File: src/rtl/lb_addr_sequencer_pkg.sv
// Shared state encoding and default widths for the line-buffer address sequencer.
`default_nettype none

package lb_addr_sequencer_pkg;

  localparam logic [1:0] ST_IDLE = 2'd0;
  localparam logic [1:0] ST_RUN  = 2'd1;
  localparam logic [1:0] ST_FIN  = 2'd2;

  localparam int LB_ADDR_W = 9;
  localparam int RUN_LEN_W = 5;

  typedef enum logic [1:0] {
    S_IDLE = ST_IDLE,
    S_RUN  = ST_RUN,
    S_FIN  = ST_FIN
  } seq_state_e;

endpackage

`default_nettype wire

File: src/rtl/lb_addr_sequencer_counter.sv
// Synchronous loadable up/down counter with clock enable and terminal count.
`default_nettype none

module lb_updown_counter #(
  parameter int W = 9
) (
  input  logic         CLK,
  input  logic         RESET,
  input  logic         CE,
  input  logic         LOAD,
  input  logic         DIR,
  input  logic [W-1:0] D,
  output logic [W-1:0] Q,
  output logic         TC
);

  logic [W-1:0] count;

  always_ff @(posedge CLK) begin
    if (RESET) begin
      count <= '0;
    end else if (LOAD) begin
      count <= D;
    end else if (CE) begin
      count <= DIR ? (count - W'(1)) : (count + W'(1));
    end
  end

  assign Q  = count;
  // Terminal count is the last value before wrapping in the current direction.
  assign TC = DIR ? (count == '0) : (&count);

endmodule

`default_nettype wire

File: src/rtl/lb_addr_sequencer.sv
// Line-buffer write-address sequencer: loads a start X and run length, then
// steps the address up or down once per pixel enable, strobing WE per pixel.
`default_nettype none

module lb_addr_sequencer
  import lb_addr_sequencer_pkg::*;
#(
  parameter int ADDR_W = LB_ADDR_W,
  parameter int LEN_W  = RUN_LEN_W
) (
  input  logic              CLK,
  input  logic              RESET,
  input  logic              CE,
  input  logic              START,
  input  logic [ADDR_W-1:0] X_START,
  input  logic [LEN_W-1:0]  RUN_LEN,
  input  logic              FLIP,
  input  logic              ABORT,
  output logic [ADDR_W-1:0] ADDR,
  output logic              WE,
  output logic              BUSY,
  output logic              DONE,
  output logic              TC
);

  seq_state_e        state, state_nxt;
  logic [LEN_W-1:0]  remaining;
  logic              dir;
  logic              load;
  logic              step;

  always_ff @(posedge CLK) begin
    if (RESET) begin
      state <= S_IDLE;
    end else begin
      state <= state_nxt;
    end
  end

  always_comb begin
    state_nxt = state;
    load      = 1'b0;
    step      = 1'b0;
    case (state)
      S_IDLE: begin
        if (START) begin
          load      = 1'b1;
          state_nxt = (RUN_LEN != '0) ? S_RUN : S_FIN;
        end
      end
      S_RUN: begin
        // Abort wins over stepping; a coincident write still happens via WE.
        if (ABORT) begin
          state_nxt = S_IDLE;
        end else if (CE) begin
          step = 1'b1;
          if (remaining == LEN_W'(1)) begin
            state_nxt = S_FIN;
          end
        end
      end
      S_FIN: begin
        state_nxt = S_IDLE;
      end
      default: begin
        state_nxt = S_IDLE;
      end
    endcase
  end

  always_ff @(posedge CLK) begin
    if (RESET) begin
      remaining <= '0;
      dir       <= 1'b0;
    end else if (load) begin
      remaining <= RUN_LEN;
      dir       <= FLIP;
    end else if (step) begin
      remaining <= remaining - LEN_W'(1);
    end
  end

  lb_updown_counter #(
    .W(ADDR_W)
  ) u_addr_cnt (
    .CLK  (CLK),
    .RESET(RESET),
    .CE   (step),
    .LOAD (load),
    .DIR  (dir),
    .D    (X_START),
    .Q    (ADDR),
    .TC   (TC)
  );

  assign BUSY = (state == S_RUN);
  assign WE   = (state == S_RUN) && CE;
  assign DONE = (state == S_FIN);

endmodule

`default_nettype wire

File: config.mk
export PLATFORM = sky130hd
export DESIGN_NAME = lb_addr_sequencer
export DESIGN_NICKNAME = d
export VERILOG_FILES = /design/src/rtl/lb_addr_sequencer_pkg.sv /design/src/rtl/lb_addr_sequencer_counter.sv /design/src/rtl/lb_addr_sequencer.sv
export SDC_FILE = /design/constraint.sdc
export NUM_CORES = 1
export LEC_CHECK = 0
export BUFFER_PORTS_ARGS = -buffer_cell sky130_fd_sc_hd__buf_2
export CAP_MARGIN = 20
export CELL_PAD_IN_SITES_DETAIL_PLACEMENT = 0
export CELL_PAD_IN_SITES_GLOBAL_PLACEMENT = 1
export CORE_MARGIN = 2
export CORE_UTILIZATION = 33
export CTS_CLUSTER_DIAMETER = 150
export DETAILED_ROUTE_END_ITERATION = 6
export MAX_ROUTING_LAYER = met4
export PLACE_DENSITY_LB_ADDON = 0.25
export SETUP_SLACK_MARGIN = 0.15
export SLEW_MARGIN = 25
export SYNTH_ARGS = -nofsm -noshare
export SYNTH_HDL_FRONTEND = slang
export SYNTH_SLANG_ARGS = --single-unit
File: constraint.sdc
create_clock -name CLK -period 1.9 [get_ports CLK]
set_clock_uncertainty 0.05 [all_clocks]
set_input_delay 0.38 -clock CLK [delete_from_list [all_inputs] [get_ports CLK]]
set_output_delay 0.38 -clock CLK [all_outputs]
set_load 0.05 [all_outputs]
==> flow_summary.toml, run 1 <==
[synth]
synth.largest_area_cell = "dfxtp_1"
synth_edf_count = 0
netlist_top_cells_area = "dfxtp_1 (28%), ha_1 (9.3%), a21oi_1 (6.2%), nor2_1 (6.2%), nand2_1 (4.3%)"
synth_fp_nets = 186
ys_seq_elements = 17
synthFlopType = "dfxtp_1"
synth_async_sr_flop_share_pct = 0
synth_cell_type_count = 44
synth_cells = 156
syn_area_um2 = 1210
synth.yosys.warnings = 0
syn_avg_cell_area_um2 = 7.76
yosysSeqAreaShare_pct = 28.1
yosysTopAreaCellShare_pct = 28.1

[sta]
worstMarginPinSlew_ns = 0.535
fin_crit_ns = 1.90
finalSetupTns_ns = -0.00129
fin_ws_ns = -0.00129
hold_ws_ns = 0.316
finalHoldViolCount = 0
post-route-period-util_pct = 100
rsz0062_at_grt = "yes"
finalSetupViolations = 1
fmax_mhz = 526
slew_viol_final = 0
relSlewSlack_pct = 64.3

[detailed_routing]
drtAntennaViolNets = 0
wl_met1_um = 1660
vias = 1347
top_layer_used = "met4"
wl_met2_um = 1810
avgRoutedWirePerCell_um = 14.5
vias_per_cell = 5.45
wl_um = 3580
drt-pass1-iter-count = 4
drtIter0Drc = 69
route.detailed.drc = 0
dr_wl_met3_um = 80

[global_route]
grt_pass1_wl_um = 5770
grt_overflow = 0
grt_pass1_vias = 1271
grt_max_degree = 22
antenna_found_initial = 0
track_usage_pct = 18.3

[layout]
nets = 230
fillerInstances = 386
drive_gt1_share_pct = 39.7
multiInputGateArea_um2 = 932
fin_util_pct = 47.1
antennaDiodeCount = 0
ff_latch_area_um2 = 364
area_growth_pct = 40.3
layout_commonest_cell = "buf_2"
final_cells = 247
final_cell_mix = "buf_2 (31), nor2_1 (18), nand2_1 (14), a21oi_1 (14), buf_4 (12)"

[floorplan]
ios = 33
initial_utilization_pct = 33.6
dieArea_um2 = 4170
rows = 22
coreArea_um2 = 3610
die_y_um = 64.6
die_w_um = 64.6

[critical_path]
slowest_stage = "or4b_1"
worst-path-stages = 7
crit_type = "reg -> reg"
reg2reg_depth = 7
cp.arrival_ns = 2.04
startpoint_type = "flop"
cp_cell_sequence = "inv_2, fa_2, nor2b_4, o31a_1, or4b_1, a31o_1, a21oi_2"
cp_num_buf_inv = 1
worst_ep_required_time_ns = 2.04
slowest_delay_ns = 0.48
critPathMaxFanout = 8
cpLargestDelayFamily = "compound AO/OA/AOI/OAI gates"
end_kind = "flop"

[placement]
place.gp.congestion = 0.838
portBuffers = 32
placedCellCount = 240
hpwl_um = 2620

[pwr]
power_density_nw_per_um2 = 640
p_leak_nw = 0.678
ir_drop_uv = 237

[clocking]
cts-root-buf = "clkbuf_8"
cts_buffer_depth = 2
clock_sinks = 17
tritoncts = "done"
cts_made_buffers = 3
h-tree-depth = 1
clk_pin_slew_ns = 0.07
ctsHoldBuffers = 0
clock_latency_ns = 0.25

[flow_run]
drv_cap = 0

[run_status]
violations = "negative setup slack"
status = "complete, but fails checks"

[min_path]
hold_class = "in -> reg"
hold_depth = 3
-- area by class of cell --
cell class / count / share of cell area, %
flip-flops and latches: 17 / 21.4
inverters: 7 / 1.55
multi-input cells: 126 / 54.9
repair buffers: 45 / 16.0
clock buffers: 4 / 2.65
well taps: 48 / 3.53
-- synthesized netlist by cell type, types with 4 or more instances --
library cell / instances
dfxtp_1: 17
nand3_1: 4
nand2_1: 14
nor2_1: 20
a21oi_1: 15
o21ai_1: 6
ha_1: 9
nor3_1: 9
a22oi_1: 4
inv_1: 7
-- final timing paths --
| check | end | startpoint | slack [ns] |
|---|---|---|---|
| setup / recovery | u_addr_cnt.Q[6]$_SDFFE_PP0P_ | dir$_SDFFE_PP0P_ | -0.001 |
| hold / removal | u_addr_cnt.Q[1]$_SDFFE_PP0P_ | X_START[1] | 0.32 |
| setup reg to reg | u_addr_cnt.Q[6]$_SDFFE_PP0P_ | dir$_SDFFE_PP0P_ | -0.001 |
| hold reg to reg | remaining[4]$_SDFFE_PP0P_ | remaining[4]$_SDFFE_PP0P_ | 0.46 |
-- sequential cells by signal (all words and copies together) (netlist names) --
register	cells
state	2
dir	1
u_addr_cnt.Q	9
remaining	5
-- metrics by stage --
stage          area, µm²  worst slack [ns]  total power, mW
2_1_floorplan       1270           -0.0320            0.672
3_3_place_gp        1540           0.00809            0.775
3_5_place_dp        1540           -0.0190            0.778
4_1_cts             1660           0.00962             1.08
5_1_grt             1700           -0.0818             1.15
6_report            1700          -0.00129             1.09
-- worst reg2reg max path, stage by stage, from the launching register on --
cell	delay, ns
dfxtp_4	0.38
inv_2	0.08
fa_2	0.24
nor2b_4	0.05
o31a_1	0.24
or4b_1	0.48
a31o_1	0.20
a21oi_2	0.13
-- routing by layer --
metal  global-route usage [%]  up-vias
met5                        -        -
met3                     2.60        2
li1                         -      669
met1                     21.6      658
met2                     32.0       18
met4                     5.85        0
-- where the power goes --
part           internal, mW  total, mW  switching, mW
sequential            0.383      0.422         0.0390
clock                 0.149      0.278          0.129
combinational         0.163      0.386          0.224
total                 0.695       1.09          0.392
-- cell families after synthesis --
logic type	share of synthesized area, %
adders and majority gates	11.0
xor gates and xnor gates	2.17
muxes	0.826
DFF	28.1
and+or+nand+nor	27.3
AOI/OAI and AO/OA	26.4
buffers and inverters	4.24
-- timing repair --
action | in CTS | in global routing
endpoints found under the setup margin | 11 | 8
gates cloned | 0 | 0
setup buffers | 3 | 0
pin swaps | 6 | 4
gates resized for setup | 11 | 8
Power figures use the tool's default switching activity.
==> run 2, diff against run 1 <==
--- a/config.mk
+++ b/config.mk
@@ -10,7 +10,7 @@
 export CELL_PAD_IN_SITES_DETAIL_PLACEMENT = 0
 export CELL_PAD_IN_SITES_GLOBAL_PLACEMENT = 1
 export CORE_MARGIN = 2
-export CORE_UTILIZATION = 33
+export CORE_UTILIZATION = 40
 export CTS_CLUSTER_DIAMETER = 150
 export DETAILED_ROUTE_END_ITERATION = 6
 export MAX_ROUTING_LAYER = met4
==> constraint.sdc (replaced) <==
create_clock -name CLK -period 2.3 [get_ports CLK]
set_clock_uncertainty 0.05 [all_clocks]
set_input_delay 0.46 -clock CLK [delete_from_list [all_inputs] [get_ports CLK]]
set_output_delay 0.46 -clock CLK [all_outputs]
set_load 0.05 [all_outputs]
==> flow_summary.toml, run 2 (synthesis results as in run 1) <==
[placement]
dpl-instance-area_um2 = 1420
portBuffers = 32
place.gp.congestion = 0.841
hpwl_um = 2470
pre_cts_ws_ns = 0.163

[floorplan]
ios = 33
rows = 19
initial_utilization_pct = 43.2
die_w_um = 59.0
dieArea_um2 = 3480
coreArea_um2 = 2810
die_y_um = 59.0

[clocking]
cts_buffer_depth = 2
clock_latency_ns = 0.30
ctsHoldBuffers = 0
clock_sinks = 17
cts_made_buffers = 3
ctsResizeCount = 1
tritoncts = "done"
clk_pin_slew_ns = 0.11
post_cts_buffers = 0
h-tree-depth = 1
cts-root-buf = "clkbuf_4"

[critical_path]
slowest_stage = "or4b_1"
cp_num_buf_inv = 0
slowest_delay_ns = 0.48
cp_cell_sequence = "ha_1, nor2b_4, o31a_1, or4b_1, a31o_1, a21oi_2"
startpoint = "u_addr_cnt.Q[2]$_SDFFE_PP0P_"
worst_ep_required_time_ns = 2.49
startpoint_type = "flop"
end_kind = "flop"
cp.arrival_ns = 2.28
cpLargestDelayFamily = "simple AND/OR/NAND/NOR gates"
crit_type = "reg -> reg"
r2r_start = "u_addr_cnt.Q[2]$_SDFFE_PP0P_"
critPathMaxFanout = 5

[min_path]
hold_class = "in -> reg"
worstHoldStart = "X_START[1]"

[sta]
finalSetupTns_ns = 0
fin_ws_ns = 0.219
relSlewSlack_pct = 41.9
finalSetupViolations = 0
fin_crit_ns = 2.08
finalHoldViolCount = 0
fmax_mhz = 480
rsz0062_at_grt = "yes"
worstMarginPinSlew_ns = 0.869
slew_viol_final = 0
hold_ws_ns = 0.343
post-route-period-util_pct = 90.5

[detailed_routing]
drtIter0Drc = 55
drtAntennaViolNets = 0
route.detailed.drc = 0
avgRoutedWirePerCell_um = 14.7
vias = 1279
drt-pass1-iter-count = 4
wl_um = 3260
vias_per_cell = 5.79

[layout]
drive_gt1_share_pct = 26.3
nets = 221
area_growth_pct = 19.9
antennaDiodeCount = 0
design_area_um2 = 1450
final_cell_mix = "buf_2 (32), nor2_1 (19), a21oi_1 (15)"
fillerInstances = 289
largest_reg_flops = 9
layout_commonest_cell = "buf_2"

[pwr]
finalPower_uw = 782
ir_drop_uv = 246
power_density_nw_per_um2 = 539
p_leak_nw = 0.611

[global_route]
grt_max_degree = 22
grt_pass1_wl_um = 5610
antenna_found_initial = 0
grt_overflow = 0
grt_pass1_vias = 1224
track_usage_pct = 21.8

[flow_run]
drv_cap = 0

[run_status]
status = "completed"
-- run 2: routing by layer --
metal / global-route usage [%] / part of all wire (%) / vias up
met3: 3.49 / 6.0 / 2
met1: 29.4 / 47 / 592
met5: - / 0 / -
met4: 7.47 / 0.55 / 0
li1: - / - / 648
met2: 33.2 / 46 / 37
-- run 2: final timing paths --
kind / end / slack [ns] / cells after the start
hold / removal: u_addr_cnt.Q[1]$_SDFFE_PP0P_ / 0.34 / 3
setup / recovery: u_addr_cnt.Q[6]$_SDFFE_PP0P_ / 0.22 / 6
setup reg to reg: u_addr_cnt.Q[6]$_SDFFE_PP0P_ / 0.22 / 6
hold reg to reg: remaining[4]$_SDFFE_PP0P_ / 0.45 / 2
-- run 2: worst min-delay path, cell delays in order --
cell and delay (ns):
buf_2 0.09, nand2_1 0.04, a21oi_1 0.05
-- run 2: power breakdown --
group / switching (mW) / internal (mW) / leakage [nW] / total, mW
sequential: 0.0302 / 0.317 / 0.141 / 0.347
clock: 0.105 / 0.0647 / 0.0177 / 0.169
combinational: 0.166 / 0.100 / 0.452 / 0.266
-- run 2: area by class of cell --
| class | count | area [µm²] | area share, % |
|---|---|---|---|
| clock buffer | 3 | 22.5 | 1.55 |
| timing repair buffer | 36 | 190 | 13.1 |
| multi-input combinational | 126 | 825 | 56.8 |
| sequential | 17 | 345 | 23.8 |
| inverter | 7 | 26.3 | 1.81 |
| tap | 31 | 38.8 | 2.67 |
| clock inverter | 1 | 5.00 | 0.345 |
-- run 2: stage by stage --
stage               std cells  util (%)
floorplan                 156         -
global placement          217      50.7
detailed placement        217      50.7
CTS                       221      51.7
global route              221      51.8
finish                    221      51.8
==> run 3, diff against run 2 <==
--- a/config.mk
+++ b/config.mk
@@ -9,6 +9,7 @@
 export CAP_MARGIN = 20
 export CELL_PAD_IN_SITES_DETAIL_PLACEMENT = 0
 export CELL_PAD_IN_SITES_GLOBAL_PLACEMENT = 1
+export CORE_ASPECT_RATIO = 0.8
 export CORE_MARGIN = 2
 export CORE_UTILIZATION = 40
 export CTS_CLUSTER_DIAMETER = 150
==> flow_summary.toml, run 3 (synthesis results as in run 1) <==
[run_status]
status = "completed"

[clocking]
cts_buffer_depth = 2
ctsHoldBuffers = 0
ctsResizeCount = 0
clock_sinks = 17
post_cts_buffers = 0
cts-root-buf = "clkbuf_8"
cts_made_buffers = 3
tritoncts = "done"
clock_latency_ns = 0.25
h-tree-depth = 1
clk_pin_slew_ns = 0.07

[sta]
worstMarginPinSlew_ns = 0.944
finalSetupViolations = 0
fin_ws_ns = 0.227
post-route-period-util_pct = 90.1
fin_crit_ns = 2.07
finalHoldViolCount = 0
slew_viol_final = 0
fmax_mhz = 482
rsz0062_at_grt = "no"
finalSetupTns_ns = 0
relSlewSlack_pct = 36.9

[global_route]
grt_overflow = 0
grt_pass1_wl_um = 5370
grt_max_degree = 22
grt_pass1_vias = 1129
antenna_found_initial = 0
track_usage_pct = 21.0

[critical_path]
cpLargestDelayFamily = "compound AO/OA/AOI/OAI gates"
cp_num_buf_inv = 0
cp_cell_sequence = "ha_1, nor2b_4, o31a_1, or4b_1, a31o_1, a21oi_2"
cp.arrival_ns = 2.21
r2r_start = "u_addr_cnt.Q[2]$_SDFFE_PP0P_"
crit_type = "reg -> reg"
critPathMaxFanout = 5
startpoint = "u_addr_cnt.Q[2]$_SDFFE_PP0P_"
slowest_stage = "or4b_1"
end_kind = "flop"
slowest_delay_ns = 0.47
startpoint_type = "flop"
worst_ep_required_time_ns = 2.44

[floorplan]
dieArea_um2 = 3490
coreArea_um2 = 2830
ios = 33
die_w_um = 65.5
die_y_um = 53.2
rows = 17
initial_utilization_pct = 42.8

[detailed_routing]
wl_um = 3330
avgRoutedWirePerCell_um = 14.6
route.detailed.drc = 0
drtAntennaViolNets = 0
drt-pass1-iter-count = 4
vias = 1310
vias_per_cell = 5.75
drtIter0Drc = 72

[pwr]
power_density_nw_per_um2 = 572
p_leak_nw = 0.616
ir_drop_uv = 283
finalPower_uw = 845

[layout]
ff_latch_area_um2 = 344
nets = 221
final_cell_mix = "buf_2 (32), nor2_1 (19), a21oi_1 (15)"
design_area_um2 = 1480
drive_gt1_share_pct = 25.3
area_growth_pct = 22.0
largest_reg_flops = 9
multiInputGateArea_um2 = 825
layout_commonest_cell = "buf_2"
fillerInstances = 307
antennaDiodeCount = 0

[min_path]
hold_class = "in -> reg"
worstHoldStart = "X_START[1]"

[placement]
place.gp.congestion = 0.927
dpl-instance-area_um2 = 1430
pre_cts_ws_ns = 0.213
portBuffers = 32
hpwl_um = 2500

[flow_run]
drv_cap = 0
==> run 3: cell count changes in the layout (fill, tap and decap cells not counted), sizes merged <==
cell    delta
clkbuf     +1
clkinv     -1
==> run 3: final cells by class <==
class | count | share of cell area (%)
clock buffers | 4 | 3.05
inverters | 7 | 1.78
multi-input cells | 126 | 55.8
flip-flops and latches | 17 | 23.3
well taps | 38 | 3.22
repair buffers | 36 | 12.9
==> run 3: per-stage QoR <==
step / hold slack (ns) / cells / util [%]
2_1_floorplan: 0.406 / 156 / -
3_3_place_gp: 0.414 / 224 / 50.6
3_5_place_dp: 0.432 / 224 / 50.6
4_1_cts: 0.392 / 228 / 52.2
5_1_grt: 0.398 / 228 / 52.2
6_report: 0.393 / 228 / 52.2
==> run 3: path summary, 6_finish.rpt <==
kind / to / slack (ns) / depth (start not counted)
worst min-delay path: u_addr_cnt.Q[1]$_SDFFE_PP0P_ / 0.39 / 3
worst max-delay path: u_addr_cnt.Q[6]$_SDFFE_PP0P_ / 0.23 / 6
worst min register to register: remaining[4]$_SDFFE_PP0P_ / 0.44 / 2
worst max register to register: u_addr_cnt.Q[6]$_SDFFE_PP0P_ / 0.23 / 6
==> run 3: worst min-delay path, cell delays in order <==
cell and delay [ns]:
buf_2 0.10, nand2_1 0.04, a21oi_1 0.05
==> run 3: metal layers <==
metal  track usage, %  part of all wire, %
met5                -                    0
met4             4.17                 0.54
met3             5.32                  5.4
met2             32.5                   43
met1             28.1                   51
==> run 3: power breakdown <==
group	switching [mW]	leakage, nW	internal, mW
logic	0.170	0.452	0.100
clock network	0.105	0.0228	0.123
registers	0.0298	0.141	0.317
total	0.305	0.616	0.540
